**config.mk**
```make
export PLATFORM = sky130hd
export DESIGN_NAME = tmvp_ram_burst_reader
export DESIGN_NICKNAME = d
export VERILOG_FILES = /design/src/rtl/tmvp_ram_pkg.sv /design/src/rtl/tmvp_skid_fifo2.sv /design/src/rtl/tmvp_ram_burst_reader.sv
export SDC_FILE = /design/constraint.sdc
export NUM_CORES = 1
export LEC_CHECK = 0
export ABC_AREA = 1
export BUFFER_PORTS_ARGS = -buffer_cell sky130_fd_sc_hd__buf_2
export CORE_MARGIN = 1
export CORE_UTILIZATION = 30
export CTS_BUF_LIST = sky130_fd_sc_hd__clkbuf_16
export CTS_CLUSTER_SIZE = 24
export DETAILED_ROUTE_END_ITERATION = 16
export GPL_TIMING_DRIVEN = 0
export PLACE_DENSITY = 0.58
export SLEW_MARGIN = 20
export SYNTH_ARGS = -nofsm -noshare
export SYNTH_HDL_FRONTEND = slang
export SYNTH_SLANG_ARGS = --single-unit
```
**constraint.sdc**
```tcl
create_clock -name clk -period 1.49 [get_ports clk]
set_input_delay 0.0745 -clock clk [delete_from_list [all_inputs] [get_ports clk]]
set_output_delay 0.0745 -clock clk [all_outputs]
set_load 0.005 [all_outputs]
```
**src/rtl/tmvp_ram_pkg.sv**
```systemverilog
// Shared types and constants for the TMVP coefficient RAM access blocks.
package tmvp_ram_pkg;

    typedef enum logic [1:0] {
        ST_IDLE,
        ST_READ,
        ST_DONE
    } rd_state_e;

    localparam int unsigned READ_LATENCY   = 1;
    localparam int unsigned OUT_FIFO_DEPTH = 2;

endpackage

```
**src/rtl/tmvp_skid_fifo2.sv**
```systemverilog
// Two-entry valid/ready FIFO; push and pop may occur in the same cycle.
module tmvp_skid_fifo2 #(
    parameter int unsigned WIDTH = 9
) (
    input  logic             clk,
    input  logic             rst,
    input  logic             push_i,
    input  logic [WIDTH-1:0] push_data_i,
    input  logic             pop_i,
    output logic [WIDTH-1:0] head_o,
    output logic             valid_o,
    output logic [1:0]       count_o
);

    logic [WIDTH-1:0] mem_q [2];
    logic             rd_q;
    logic             wr_q;
    logic [1:0]       cnt_q;
    logic             pop_ok;

    assign valid_o = (cnt_q != 2'd0);
    assign pop_ok  = pop_i & valid_o;
    assign head_o  = mem_q[rd_q];
    assign count_o = cnt_q;

    always_ff @(posedge clk or posedge rst) begin
        if (rst) begin
            mem_q <= '{default: '0};
            rd_q  <= 1'b0;
            wr_q  <= 1'b0;
            cnt_q <= 2'd0;
        end else begin
            if (push_i) begin
                mem_q[wr_q] <= push_data_i;
                wr_q        <= ~wr_q;
            end
            if (pop_ok) begin
                rd_q <= ~rd_q;
            end
            cnt_q <= cnt_q + 2'(push_i) - 2'(pop_ok);
        end
    end

endmodule

```
**src/rtl/tmvp_ram_burst_reader.sv**
```systemverilog
// Burst reader for the coefficient RAM: issues credit-limited reads and
// streams the returned words with a last flag on the final beat.
module tmvp_ram_burst_reader
    import tmvp_ram_pkg::*;
#(
    parameter int unsigned DATA_WIDTH = 8,
    parameter int unsigned ADDR_WIDTH = 6,
    parameter int unsigned LEN_WIDTH  = ADDR_WIDTH + 1
) (
    input  logic                  clk,
    input  logic                  rst,
    input  logic                  start,
    input  logic [ADDR_WIDTH-1:0] base_addr,
    input  logic [LEN_WIDTH-1:0]  length,
    output logic                  busy,
    output logic                  done,
    output logic [ADDR_WIDTH-1:0] ram_addr,
    output logic                  ram_we,
    output logic [DATA_WIDTH-1:0] ram_data,
    input  logic [DATA_WIDTH-1:0] ram_q,
    output logic [DATA_WIDTH-1:0] out_data,
    output logic                  out_valid,
    input  logic                  out_ready,
    output logic                  out_last
);

    rd_state_e             state_q, state_d;
    logic [ADDR_WIDTH-1:0] addr_q, addr_d;
    logic [LEN_WIDTH-1:0]  rem_q, rem_d;
    logic                  pend_q;
    logic                  pend_last_q;

    logic [DATA_WIDTH:0]   head;
    logic [1:0]            fifo_cnt;
    logic                  pop;
    logic                  credit_ok;
    logic                  issue;

    assign pop = out_valid & out_ready;

    // Buffered plus in-flight words, minus this cycle's pop, must stay below depth.
    assign credit_ok = ({1'b0, fifo_cnt} + 3'(pend_q)) < (3'(OUT_FIFO_DEPTH) + 3'(pop));
    assign issue     = (state_q == ST_READ) && (rem_q != '0) && credit_ok;

    always_comb begin
        state_d = state_q;
        addr_d  = addr_q;
        rem_d   = rem_q;
        case (state_q)
            ST_IDLE: begin
                if (start) begin
                    addr_d  = base_addr;
                    rem_d   = length;
                    state_d = (length != '0) ? ST_READ : ST_DONE;
                end
            end
            ST_READ: begin
                if (issue) begin
                    addr_d = addr_q + ADDR_WIDTH'(1);
                    rem_d  = rem_q - LEN_WIDTH'(1);
                end
                if (pop && head[DATA_WIDTH]) begin
                    state_d = ST_DONE;
                end
            end
            ST_DONE: state_d = ST_IDLE;
            default: state_d = ST_IDLE;
        endcase
    end

    always_ff @(posedge clk or posedge rst) begin
        if (rst) begin
            state_q     <= ST_IDLE;
            addr_q      <= '0;
            rem_q       <= '0;
            pend_q      <= 1'b0;
            pend_last_q <= 1'b0;
        end else begin
            state_q     <= state_d;
            addr_q      <= addr_d;
            rem_q       <= rem_d;
            pend_q      <= issue;
            pend_last_q <= issue && (rem_q == LEN_WIDTH'(1));
        end
    end

    tmvp_skid_fifo2 #(
        .WIDTH(DATA_WIDTH + 1)
    ) u_out_fifo (
        .clk        (clk),
        .rst        (rst),
        .push_i     (pend_q),
        .push_data_i({pend_last_q, ram_q}),
        .pop_i      (pop),
        .head_o     (head),
        .valid_o    (out_valid),
        .count_o    (fifo_cnt)
    );

    assign busy     = (state_q != ST_IDLE);
    assign done     = (state_q == ST_DONE);
    assign ram_addr = addr_q;
    assign ram_we   = 1'b0;
    assign ram_data = '0;
    assign out_data = head[DATA_WIDTH-1:0];
    assign out_last = out_valid & head[DATA_WIDTH];

endmodule

```
==> results of run 1 <==
## worst max-delay path by stage
stage	endpoint	slack [ns]	depth (start not counted)
2_1_floorplan	rem_q[3]	0.03	7
3_3_place_gp	rem_q[0]	-0.14	7
3_5_place_dp	ram_addr[5]	-0.17	9
4_1_cts	out_data[4]	0.006	3
5_1_grt	rem_q[2]	-0.04	10
6_report	ram_addr[0]	0.02	7
## routing by layer
| metal | GRT usage | wire (um) |
|---|---|---|
| met1 | 0.177 | 2440 |
| met2 | 0.237 | 2470 |
| met3 | 0.0434 | 208 |
| met4 | 0.0323 | 34 |
| met5 | 0 | 0 |
## layout by cell type, fill, tap and decap left out, drive strengths merged
cell type and count:
a21oi 1, buf 68, bufinv 1, clkbuf 7, clkinv 2, conb 9
dfrtp 39, dlygate4sd3 1, ha 7, inv 36, mux2 8, nand2 92
nand3 25, nand4 3, nor2 15, nor3b 1, o21ai 31, o21bai 2
or2 1, xnor2 4
## logic make-up (layout without fill, tap and decap cells)
group | count (synthesis) | in the layout | share of synthesized area
compound gates | 34 | 34 | 0.0839
xor+xnor | 4 | 4 | 0.0158
fa+ha+maj | 7 | 7 | 0.0394
buf+inv | 54 | 115 | 0.116
flops | 39 | 39 | 0.439
mux | 8 | 8 | 0.0405
other cells | 1 | 9 | 0.00169
simple gates | 137 | 137 | 0.264
## report_power, final
group	internal (mW)	leakage, nW	switching (mW)
logic	1.65	1.05	1.95
clock network	0.789	0.0838	0.440
registers	1.56	0.485	0.397
total	3.99	1.62	2.79
## registers in the layout, summed over array words and instances (netlist names)
name and flops:
pend_q 1, ram_addr 6, u_out_fifo.wr_q 1, u_out_fifo.rd_q 1
u_out_fifo.count_o 2, pend_last_q 1, state_q 2, u_out_fifo.mem_q 18
rem_q 7
## worst register-to-register path: stages, from the launching register on
cell and delay (ns):
dfrtp_1 0.42, ha_4 0.18, ha_4 0.22, nand2_4 0.09, nand4_4 0.16, buf_4 0.19
nand3_1 0.06, nand2_1 0.06
## synthesized netlist by cell type (2+ instances only)
| cell type | n | share of area |
|---|---|---|
| buf_2 | 5 | 0.011 |
| buf_4 | 9 | 0.030 |
| buf_6 | 2 | 0.010 |
| clkbuf_1 | 2 | 0.0034 |
| dfrtp_1 | 39 | 0.44 |
| ha_1 | 7 | 0.039 |
| inv_1 | 35 | 0.059 |
| mux2_2 | 8 | 0.041 |
| nand2_1 | 88 | 0.15 |
| nand2_2 | 4 | 0.011 |
| nand3_1 | 25 | 0.056 |
| nand4_1 | 2 | 0.0056 |
| nor2_1 | 13 | 0.022 |
| o21ai_0 | 30 | 0.068 |
| xnor2_1 | 4 | 0.016 |
## timing repair
item                                   CTS  global route
hold buffers                             1             0
setup buffers                            3             5
cloned                                   1             1
setup endpoints to repair               15            36
pin swaps                                3             8
endpoints found under the hold margin   16             0
gates resized for setup                 11            32
## cell type report
cell class | count | share of cell area
Tap cell | 99 | 0.0413
Multi-Input combinational cell | 199 | 0.380
Timing Repair Buffer | 54 | 0.111
Inverter | 36 | 0.0450
Clock inverter | 3 | 0.0146
Buffer | 17 | 0.0409
Sequential cell | 39 | 0.325
Clock buffer | 5 | 0.0417
## stage by stage
stage	setup TNS, ns	instances
2_1_floorplan	0	292
5_1_grt	-0.399	452
3_3_place_gp	-4.80	433
4_1_cts	0	446
3_5_place_dp	-1.82	434
6_report	0	452
==> results.cfg, run 1 <==
[outcome]
status = finished clean

[global_routing]
grt_pass1_wl_um = 8290
grt_overflow = 0
grt_pass1_vias = 1779
grtUsageTotal = 0.140
antenna_found_initial = 0
grt_max_degree = 24

[clock_tree]
cts_max_level = 2
clockRootBuffer = clkbuf_16
cts.sinks = 39
clock_path_buffers = 2
clock_latency_ns = 0.29
cts_buffers = 5
clkTransAtPathRegs_ns = 0.06
cts_tree = yes

[hold_path]
holdCritPathClass = input port to register
min_to = u_out_fifo.mem_q[0]
hp-start = ram_q[0]
holdPathStages = 3

[setup_path]
cp.required_ns = 1.67
end_kind = register
cp_max_fo = 5
critPathKind = register to register
cpMaxStageDelayCell = dfrtp_1
cp-startpoint = u_out_fifo.count_o[0]
path_cells = ha_4 -> ha_4 -> nand2_4 -> nand4_4 -> buf_4 -> nand3_1 -> nand2_1
crit_path_max_incr_delay_ns = 0.42
start_kind = register
r2r-end = ram_addr[0]
r2r_slack_ns = 0.02
worst-path-buf-inv = 1
crit_top_cell = ha_4
r2r-start = u_out_fifo.count_o[0]
critical_path.top_delay_family = flip-flops
reg2reg_depth = 7
cp.arrival_ns = 1.65

[flow_run]
drv_cap = 0

[final_layout]
final_area_mm2 = 0.00300
fin_nets = 384
drive_gt1_frac = 0.334
seqCellArea_um2 = 976
area_growth_pct = 35.0
fillers = 763
multi_input_area_mm2 = 0.00114
finalCoreUtilization = 0.416
n_antenna_cell = 0

[floorplan]
start_util = 0.308
core.rowCount = 31
die-area_mm2 = 0.00776
die_w_um = 88.1
core_mm2 = 0.00721
io_pins = 52
fp.dieH_um = 88.1

[detailed_routing]
drc = 0
routedWlPerCell_um = 11.4
drt-pass1-iter-count = 4
ant_nets = 0
drt_first_iter_violations = 58
wirelength_um = 5150
viasPerCell = 4.32
via_count = 1954

[logic_synthesis]
yosysSeqAreaShare = 0.439
syn_inst = 284
ys_ff_latch = 39
ys_types = 26
synth-edff-count = 0
yosys_warnings = 0
synth_ff_type = dfrtp_1
syn_area_per_cell_um2 = 7.82
async_flop_share = 1.00
syn_area_mm2 = 0.00222

[pwr]
ir_drop_v = 0.000847
power_density_mw_per_mm2 = 2260
leakage_nw = 1.62
fin_total_pwr_mw = 6.78

[timing]
rsz0062_at_grt = yes
fmax_ghz = 0.680
drv_slew = 0
skew_ns = 0.00634
finalSetupViolCount = 0
setup_slack_ns = 0.0197
post-route-period-util = 0.987
period_needed_ns = 1.47
report.final.hold_viol_count = 0
whs_ns = 0.0595

[placed_design]
placed_cell_area_mm2 = 0.00261
place_congestion = 0.808
dp_hpwl_um = 3590
portBuffers = 42
pre_cts_slack_ns = -0.173
(Power assumes the default switching activity.)
==> inputs of run 2 (changes only) <==
SYNTH_HIERARCHICAL = 1   (was unset)
==> run 2 against run 1 <==
Against the previous run: the run now ends with setup timing left; area after synthesis is 6.0% higher; global-route usage is 0.57 points higher; non-clock buffer count is 15 higher; sequential cell count stayed put; clock power hardly changed; clock skew is 0.0024 ns lower; register-to-register slack worse by 0.09 ns; final area is 8.5% higher; count of clock-buffer cells in the layout stayed put; worst hold slack better by 0.0023 ns; critical endpoint is now u_out_fifo/rd_q.
==> results.cfg, run 2 <==
[final_layout]
final_cell_mix = 111 x nand2_1, 46 x buf_2, 38 x dfrtp_1
drive_gt1_frac = 0.396
final_common_cell = nand2_1
top_register = u_out_fifo/mem_q
n_antenna_cell = 0
seqCellArea_um2 = 977
largest_reg_flops = 18
fillers = 763
fin_nets = 425
finalCoreUtilization = 0.439
area_growth_pct = 38.3
final_area_mm2 = 0.00326
multi_input_area_mm2 = 0.00126

[logic_synthesis]
yosysSeqAreaShare = 0.414
synth_area_leader_cell = dfrtp_1
synth_top_area_frac = 0.414
synth.area.top_cells = dfrtp_1 41%, nand2_1 19%, o21ai_2 6.0%
synth_common_cells = 118 x nand2_1, 39 x dfrtp_1, 34 x inv_1, 27 x nand3_1, 16 x o21ai_2
async_flop_share = 1.00
ys_types = 27
syn_area_per_cell_um2 = 7.62
syn_area_mm2 = 0.00235
synth-edff-count = 0
ys_ff_latch = 39
yosys_warnings = 6
syn_inst = 309
synth.most_common_cell = nand2_1
synth_ff_type = dfrtp_1

[timing]
slew_headroom = 0.456
fmax_ghz = 0.642
rsz0062_at_grt = yes
period_needed_ns = 1.56
setup_slack_ns = -0.0671
worstMarginPinSlew_ns = 0.816
skew_ns = 0.00392
report.final.hold_viol_count = 0
drv_slew = 0
finalSetupViolCount = 14
post-route-period-util = 1.05
whs_ns = 0.0618

[global_routing]
antenna_found_initial = 0
grt_overflow = 0
grt_pass1_vias = 2103
grt_max_degree = 23
grt_pass1_wl_um = 9770
grtUsageTotal = 0.146

[hold_path]
holdCritPathClass = input port to register
min_to = u_out_fifo/mem_q[4]
holdPathStages = 3
hp-start = ram_q[4]

[placed_design]
placed_cell_area_mm2 = 0.00276
place_congestion = 0.762
dp_hpwl_um = 3680
portBuffers = 42
pre_cts_slack_ns = -0.182

[floorplan]
core_mm2 = 0.00741
die_w_um = 90.6
io_pins = 52
die-area_mm2 = 0.00821
core.rowCount = 31
start_util = 0.318
fp.dieH_um = 90.6

[detailed_routing]
drt_first_iter_violations = 57
wirelength_um = 5620
routedWlPerCell_um = 11.4
via_count = 2132
ant_nets = 0
viasPerCell = 4.32
drc = 0
drt-pass1-iter-count = 4

[setup_path]
cp.required_ns = 1.67
r2r_slack_ns = -0.07
cp_max_fo = 4
r2r-start = u_out_fifo/count_o[1]
end_kind = register
start_kind = register
critPathKind = register to register
reg2reg_depth = 12
r2r-end = u_out_fifo/rd_q
cp.arrival_ns = 1.73

[pwr]
p_int_mw = 4.61
ir_drop_v = 0.00113
swShare = 0.425
leakage_nw = 1.78
p_switching_mw = 3.41
clkPwrFrac = 0.152
power_density_mw_per_mm2 = 2460
comb_power_share = 0.591
seq_power_share = 0.257

[outcome]
violations = setup timing
status = finished, violations left

[clock_tree]
clock_path_buffers = 2
cts_tree = yes
clkTransAtPathRegs_ns = 0.06
clockRootBuffer = clkbuf_16
clock_latency_ns = 0.28
cts_buffers = 5
cts_max_level = 2
cts.sinks = 39

[flow_run]
drv_cap = 0
-- run 2: cell types whose count changed in the layout (fill, tap and decap cells not counted), sizes merged, moves of 3 or more --
cell	delta
o21ai	-7
nand2	+42
buf	+17
nor2	-3
xnor2	-4
mux2	-8
-- run 2: cell families after synthesis --
| family | Yosys count | synth area share |
|---|---|---|
| simple gates | 181 | 0.343 |
| buf+inv | 53 | 0.116 |
| flops | 39 | 0.414 |
| compound gates | 27 | 0.0840 |
| fa+ha+maj | 7 | 0.0372 |
| xor+xnor | 1 | 0.00372 |
| other cells | 1 | 0.00159 |
-- run 2: through the flow --
stage               total power [mW]  TNS (ns)  cells
finish                          8.02    -0.650    493
global route                    8.83     -1.66    493
CTS                             7.57    -0.713    479
detailed placement              5.74     -1.92    458
global placement                5.68     -1.82    458
floorplan                       4.78   -0.0876    317
-- run 2: worst max path at each step --
stage | from | end | slack, ns | depth (start not counted)
detailed placement | rem_q[0] | rem_q[1] | -0.18 | 10
CTS | u_out_fifo/count_o[0] | ram_addr[2] | -0.08 | 9
global placement | rem_q[0] | ram_addr[4] | -0.17 | 10
floorplan | pend_q | rem_q[3] | -0.01 | 9
global route | u_out_fifo/count_o[1] | u_out_fifo/rd_q | -0.13 | 12
finish | u_out_fifo/count_o[1] | u_out_fifo/rd_q | -0.07 | 12
-- run 2: cell type report --
type,count,area share
Buffer,17,0.0423
Clock buffer,5,0.0384
Clock inverter,3,0.0135
Inverter,36,0.0419
Multi-Input combinational cell,225,0.387
Sequential cell,39,0.300
Tap cell,99,0.0380
Timing Repair Buffer,69,0.138
-- run 2: repair_timing --
item | in CTS | in global routing
hold buffers | 1 | 0
endpoints found under the hold margin | 20 | 0
pin swaps | 6 | 8
cloned | 1 | 0
buffers inserted | 11 | 14
setup endpoints to repair | 16 | 15
gates resized for setup | 12 | 20
-- run 2: power groups by stage --
stage	clock (mW)	combinational, mW	sequential (mW)
final	1.22	4.74	2.06
after global routing	1.31	5.37	2.14
after CTS	1.26	4.27	2.04
after detailed placement	0	3.68	2.06
after global placement	0	3.63	2.05
after floorplan	0	2.81	1.97
-- run 2: layer usage --
layer	up-vias	global-route usage	share of wire
met2	52	0.246	0.50
li1	1108	-	-
met3	4	0.0354	0.045
met4	0	0.0323	0.0080
met5	-	0	0
met1	968	0.189	0.45
-- run 2: critical path: stages, from the launching register on --
cell     delay, ns
dfrtp_1       0.40
inv_2         0.07
nand2_4       0.08
nand2_2       0.06
inv_2         0.07
nand2_2       0.06
buf_4         0.13
buf_4         0.12
buf_4         0.12
buf_4         0.12
buf_4         0.13
nand2_2       0.05
nand2_1       0.04
==> inputs of run 3 (changes only) <==
CORE_ASPECT_RATIO = 0.9   (was unset)
==> run 3 against run 2 <==
Against the previous run: the flow still finishes with violations (setup timing); final cell count decreased by 1.4%; core utilization down 0.93 points; first-iteration DRC count is 44% higher; clock power is 13% lower; clock skew up 0.0027 ns; sequential share of layout area is essentially flat; worst hold slack is essentially flat; critical endpoint is now u_out_fifo/count_o[1]; largest cell class unchanged; highest routed layer unchanged.
==> results.cfg, run 3 (same netlist as run 2, synthesis figures left out) <==
[outcome]
status = finished, violations left
violations = setup timing

[floorplan]
core.rowCount = 30
fp.dieH_um = 86.1
start_util = 0.311
die_w_um = 95.4
core_mm2 = 0.00758
die-area_mm2 = 0.00821
io_pins = 52

[pwr]
leakage_nw = 1.76
power_density_mw_per_mm2 = 2460
p_switching_mw = 3.53
clkPwrFrac = 0.131
p_int_mw = 4.50
ir_drop_v = 0.00111
seq_power_share = 0.259
comb_power_share = 0.609
swShare = 0.440

[global_routing]
grtUsageTotal = 0.147
grt-busiest-layer = met2
grt_pass1_wl_um = 9470
use_met2 = 0.252
grt_max_degree = 23
grtUsageMet3 = 0.0275
grt_util_met1 = 0.192
grt_pass1_vias = 2075
grt_overflow = 0
antenna_found_initial = 0

[clock_tree]
clkTransAtPathRegs_ns = 0.06
clockRootBuffer = clkbuf_16
clock_latency_ns = 0.28
cts.sinks = 39
cts_buffers = 5
cts_max_level = 2
clock_path_buffers = 2
cts_tree = yes

[timing]
slew_headroom = 0.428
post-route-period-util = 1.04
report.final.hold_viol_count = 0
drv_slew = 0
rsz0062_at_grt = yes
skew_ns = 0.00662
setup_slack_ns = -0.0571
whs_ns = 0.0614
period_needed_ns = 1.55
worstMarginPinSlew_ns = 0.857
fmax_ghz = 0.646
finalSetupViolCount = 15

[placed_design]
portBuffers = 42
place_congestion = 0.797
dp_hpwl_um = 3720
placed_cell_area_mm2 = 0.00276

[final_layout]
final_area_mm2 = 0.00326
largest_reg_flops = 18
final_cell_mix = 106 x nand2_1, 46 x buf_2, 36 x dfrtp_1
fin_nets = 421
n_antenna_cell = 0
top_register = u_out_fifo/mem_q
drive_gt1_frac = 0.408
final_common_cell = nand2_1
area_growth_pct = 38.5
fillers = 765

[setup_path]
end_kind = register
cp.arrival_ns = 1.72
reg2reg_depth = 12
start_kind = register
cp_max_fo = 5
cp.required_ns = 1.67
critPathKind = register to register

[flow_run]
drv_cap = 0

[detailed_routing]
viasPerCell = 4.37
routedWlPerCell_um = 11.5
wirelength_um = 5570
drt-pass1-iter-count = 4
drc = 0
ant_nets = 0
drt_first_iter_violations = 82
via_count = 2125

[hold_path]
holdPathStages = 3
holdCritPathClass = input port to register
-- run 3: final cells by class --
class | count | area [um^2] | share of cell area
Multi-Input combinational cell | 225 | 1300 | 0.399
Tap cell | 96 | 120 | 0.0368
Buffer | 17 | 141 | 0.0433
Clock buffer | 5 | 125 | 0.0384
Sequential cell | 39 | 980 | 0.300
Timing Repair Buffer | 65 | 429 | 0.132
Inverter | 36 | 146 | 0.0449
Clock inverter | 3 | 20.0 | 0.00614
-- run 3: timing repair --
item / in CTS / in global routing
hold buffers: 1 / 0
endpoints found under the setup margin: 15 / 17
cloned: 1 / 0
setup buffers: 14 / 7
pin swaps: 11 / 8
gates resized for setup: 23 / 22
endpoints found under the hold margin: 17 / 0
-- run 3: per-stage QoR --
step                power, mW  std cells   util  TNS [ns]  worst slack, ns
CTS                      7.59        479  0.414    -0.983          -0.0843
detailed placement       5.73        455  0.364     -1.64           -0.168
global route             8.79        486  0.430     -1.71           -0.145
finish                   8.04        486  0.430    -0.507          -0.0571
global placement         5.68        455  0.364     -1.71           -0.160
floorplan                4.78        317      -   -0.0876          -0.0143
-- run 3: path summary, 6_finish.rpt --
kind                                            start               endpoint  slack (ns)
worst max-delay path            u_out_fifo/count_o[1]  u_out_fifo/count_o[1]       -0.06
worst min-delay path                         ram_q[4]    u_out_fifo/mem_q[4]        0.06
worst max register to register  u_out_fifo/count_o[1]  u_out_fifo/count_o[1]       -0.06
worst min register to register   u_out_fifo/mem_q[16]   u_out_fifo/mem_q[16]        0.48
max in group asynchronous                         rst  u_out_fifo/count_o[1]        0.38
min in group asynchronous                         rst            ram_addr[0]        0.45
-- run 3: power by group through the flow --
stage,clock (mW),sequential [mW],combinational (mW)
6_report,1.06,2.08,4.89
5_1_grt,1.12,2.16,5.50
4_1_cts,1.08,2.04,4.48
3_5_place_dp,0,2.06,3.67
3_3_place_gp,0,2.05,3.63
2_1_floorplan,0,1.97,2.81
-- run 3: layer usage --
metal / wire [um] / part of all wire
met1: 2600 / 0.47
met2: 2650 / 0.48
met3: 279 / 0.050
met4: 38 / 0.0068
met5: 0 / 0
-- run 3: critical path: stages (launching register included) --
cell and delay, ns:
dfrtp_2 0.44, buf_6 0.13, inv_4 0.05, nand2_4 0.06
nand2_2 0.07, inv_2 0.04, nand2_2 0.06, inv_2 0.05
ha_4 0.26, inv_2 0.04, ha_4 0.15, nand3_2 0.05
nand2_1 0.05
